===== src/rtl/dp_pkg.sv =====
// Shared datapath package: skid buffer state encoding and the
// default word width used by MUX2x1 and the downstream pipeline.
package dp_pkg;

  localparam int unsigned DP_WIDTH = 64;

  localparam logic [1:0] SKID_EMPTY = 2'b00;
  localparam logic [1:0] SKID_BUSY  = 2'b01;
  localparam logic [1:0] SKID_FULL  = 2'b10;

endpackage


===== src/rtl/skid_reg.sv =====
// Registered 2-entry skid buffer with valid/ready handshakes.
// Ports: Clk, Rst (async, active-low), flush, in_* (producer), out_* (consumer), count.
module skid_reg
  import dp_pkg::*;
#(
  parameter int unsigned DATAWIDTH = DP_WIDTH
) (
  input  logic                 Clk,
  input  logic                 Rst,
  input  logic                 flush,
  input  logic [DATAWIDTH-1:0] in_data,
  input  logic                 in_valid,
  output logic                 in_ready,
  output logic [DATAWIDTH-1:0] out_data,
  output logic                 out_valid,
  input  logic                 out_ready,
  output logic [1:0]           count
);

  logic [1:0]           state_q, state_d;
  logic [DATAWIDTH-1:0] main_q, main_d;
  logic [DATAWIDTH-1:0] skid_q, skid_d;
  logic                 out_valid_q, out_valid_d;
  logic                 in_ready_q, in_ready_d;
  logic                 in_fire;
  logic                 out_fire;

  assign in_fire  = in_valid & in_ready_q;
  assign out_fire = out_valid_q & out_ready;

  always_comb begin
    state_d     = state_q;
    main_d      = main_q;
    skid_d      = skid_q;
    out_valid_d = out_valid_q;
    in_ready_d  = in_ready_q;
    if (flush) begin
      // main_q is left as-is; out_data is don't-care once invalid
      state_d     = SKID_EMPTY;
      out_valid_d = 1'b0;
      in_ready_d  = 1'b1;
    end else begin
      case (state_q)
        SKID_EMPTY: begin
          if (in_fire) begin
            main_d      = in_data;
            out_valid_d = 1'b1;
            state_d     = SKID_BUSY;
          end
        end
        SKID_BUSY: begin
          if (in_fire && out_fire) begin
            main_d = in_data;
          end else if (in_fire) begin
            skid_d     = in_data;
            in_ready_d = 1'b0;
            state_d    = SKID_FULL;
          end else if (out_fire) begin
            out_valid_d = 1'b0;
            state_d     = SKID_EMPTY;
          end
        end
        SKID_FULL: begin
          if (out_fire) begin
            main_d     = skid_q;
            in_ready_d = 1'b1;
            state_d    = SKID_BUSY;
          end
        end
        default: begin
          state_d     = SKID_EMPTY;
          out_valid_d = 1'b0;
          in_ready_d  = 1'b1;
        end
      endcase
    end
  end

  always_ff @(posedge Clk or negedge Rst) begin
    if (!Rst) begin
      state_q     <= SKID_EMPTY;
      main_q      <= '0;
      skid_q      <= '0;
      out_valid_q <= 1'b0;
      in_ready_q  <= 1'b1;
    end else begin
      state_q     <= state_d;
      main_q      <= main_d;
      skid_q      <= skid_d;
      out_valid_q <= out_valid_d;
      in_ready_q  <= in_ready_d;
    end
  end

  assign in_ready  = in_ready_q;
  assign out_valid = out_valid_q;
  assign out_data  = main_q;
  // state encoding doubles as the occupancy count
  assign count     = state_q;

endmodule

===== config.mk =====
export PLATFORM = sky130hd
export DESIGN_NAME = skid_reg
export DESIGN_NICKNAME = d
export VERILOG_FILES = /design/src/rtl/dp_pkg.sv /design/src/rtl/skid_reg.sv
export SDC_FILE = /design/constraint.sdc
export NUM_CORES = 1
export LEC_CHECK = 0
export CAP_MARGIN = 15
export CORE_UTILIZATION = 40
export DETAILED_ROUTE_END_ITERATION = 8
export PLACE_DENSITY = 0.75
export SYNTH_ARGS = -nofsm -noshare
export SYNTH_HDL_FRONTEND = slang
export SYNTH_SLANG_ARGS = --single-unit

===== constraint.sdc =====
create_clock -name Clk -period 3.7 [get_ports Clk]
set_clock_uncertainty 0.05 [all_clocks]
set_input_delay 0.74 -clock Clk [delete_from_list [all_inputs] [get_ports Clk]]
set_output_delay 0.74 -clock Clk [all_outputs]
set_load 0.01 [all_outputs]

==> impl_metrics.tcl <==
set metrics [dict create \
    leakage_nw 3.27 \
    hold_violations 0 \
    ys_top_cells_by_count "mux2_2 (171), dfrtp_1 (131), buf_2 (13), mux2_1 (11), mux2_4 (10)" \
    initial_core_util 0.416 \
    cts_tree "built" \
    setup_violations 0 \
    worst_ep_required_time_ps 3930 \
    syn2layout_area_growth_pct 35.4 \
    clockBufferDepth 2 \
    remaining_drc_errors 0 \
    rrSetupSlack_ps 1610 \
    post_cts_buffers 0 \
    slew_headroom 0.464 \
    cts_root_buffer "clkbuf_16" \
    power_density_nw_per_um2 749 \
    vias 3489 \
    grt_overflow_total 0 \
    yosys_register_bits 132 \
    postCtsHoldBufs 0 \
    ys_warn_count 0 \
    power_mw 5.92 \
    layout-drive-gt1-share 0.431 \
    cp-start-kind "input port" \
    synth_top_area_frac 0.562 \
    worstMarginPinSlew_ps 805 \
    io_buffers 136 \
    grt_pass1_vias 3827 \
    place_area_um2 7360 \
    arrival_ps 2730 \
    hpwl_mm 7.52 \
    num_antenna_cells 0 \
    grt_max_degree 71 \
    synth.avg_cell_area_um2 15.9 \
    wire_per_inst_um 16.1 \
    core_area_um2 14000 \
    wl_mm 11.3 \
    dieArea_um2 15100 \
    finalSetupTns_ps 0 \
    die_h_um 123 \
    antenna_found_initial 0 \
    synth_edf_count 0 \
    yosys-top-cells-area "dfrtp_1 (56%), mux2_2 (33%), mux2_4 (2.6%), mux2_1 (2.1%), buf_6 (1.4%)" \
    place_congestion 0.736 \
    max_freq_mhz 401 \
    crit_start "flush" \
    die_w_um 123 \
    grt_pass1_wl_mm 18.7 \
    final_cell_area_um2 7900 \
    cts.sink_count 132 \
    num_rows 43 \
    synth_seq_area_share 0.566 \
    htreeDepth 4 \
    numCtsBuffers 17 \
    status "finished, final reports clean" \
    hp-class "in -> async" \
    post_cts_resized 0 \
    finalNetCount 578 \
    synthCells 368 \
    drv_cap 0 \
    detail-route-antenna-nets 0 \
    slew_viol_final 0 \
    dr.pass1.iters 4 \
    drt-initial-drc-count 102 \
    vdd_drop_max_uv 413 \
    synthesis.area_um2 5840 \
    io_pins 137 \
    min_period_over_period 0.673 \
    async_reset_ff_frac 1.00 \
    end_kind "flip-flop" \
    clk_pin_slew_ps 50 \
    period_minus_slack_ps 2490 \
    crit_type "in -> reg" \
    grt_use_total 0.165 \
    synthFlopType "dfrtp_1" \
    synth_top_area_cell "dfrtp_1" \
    clkLatencyLatePin_ps 410 \
    synth.most_common_cell "mux2_2" \
    via_per_inst 4.97 \
    crit-reg2reg-launch "count[0]$_DFFE_PN0P_" \
    synth_cell_types 26 \
    synthesis.nets 437 \
    rsz0062_at_grt "no" \
    cp_max_fo 36 \
]
worst paths after layout:
| check | endpoint | depth (start not counted) |
|---|---|---|
| worst max-delay path | skid_q[27]$_DFFE_PN0P_ | 5 |
| worst min-delay path | out_data[44]$_DFFE_PN0P_ | 1 |
| worst max register to register | out_data[17]$_DFFE_PN0P_ | 4 |
| worst min register to register | out_data[53]$_DFFE_PN0P_ | 1 |
| max in group asynchronous | in_ready$_DFFE_PN1P_ | 2 |
| min in group Clk | out_data[53]$_DFFE_PN0P_ | 1 |
registers in the layout (all words and copies together), names as in the netlist:
| signal | count |
|---|---|
| skid_q | 64 |
| out_data | 64 |
| count | 2 |
| out_valid | 1 |
| in_ready | 1 |
layout make-up:
cell class                 count  area (um2)
clock buffer                  23         488
clock inverter                 9        53.8
fill                        1106        6140
inverter                       1        3.75
multi-input combinational    215        2400
sequential                   132        3300
tap                          180         225
timing repair buffer         142        1430
stage by stage:
| step | utilization | instances | hold slack (ps) | setup slack, ps |
|---|---|---|---|---|
| global route | 0.563 | 702 | 423 | 1090 |
| CTS | 0.563 | 702 | 387 | 1230 |
| global placement | 0.524 | 670 | 419 | 839 |
| finish | 0.563 | 702 | 353 | 1210 |
| floorplan | - | 368 | 394 | 1690 |
| detailed placement | 0.524 | 670 | 425 | 784 |
metal layers:
layer,wire length [um],up-vias,global-route usage,share of wire
met4,170,0,0.0648,0.015
li1,-,1623,-,-
met3,543,15,0.0562,0.048
met5,0,-,0,0
met1,4900,1756,0.192,0.43
met2,5680,95,0.277,0.50
layout by cell type, fill, tap and decap left out, drive strengths merged, types with 2 or more instances in the layout:
| master | instances |
|---|---|
| nor2 | 2 |
| mux2 | 192 |
| dfrtp | 131 |
| a21oi | 3 |
| a211oi | 2 |
| nand2 | 2 |
| clkinv | 7 |
| nand2b | 2 |
| buf | 7 |
| clkinvlp | 2 |
| clkdlybuf4s50 | 135 |
| clkbuf | 23 |
cells by family (layout without fill, tap and decap cells):
family	count (synthesis)	in the layout	synth area share
mux	192	192	0.377
compound gates	12	12	0.0199
flops	132	132	0.566
buf+inv	21	175	0.0253
simple gates	11	11	0.0118
critical path: stages:
cell and delay [ps]:
clkdlybuf4s50_1 630, nand4bb_1 250, nand2b_4 420, buf_12 280
mux2_2 370
power breakdown:
part,switching (mW),internal (mW),leakage (nW)
combinational,0.633,1.28,1.43
clock,0.584,0.920,0.268
sequential,0.363,2.14,1.57
total,1.58,4.34,3.27
No activity file was read; power rests on OpenSTA's default activity.
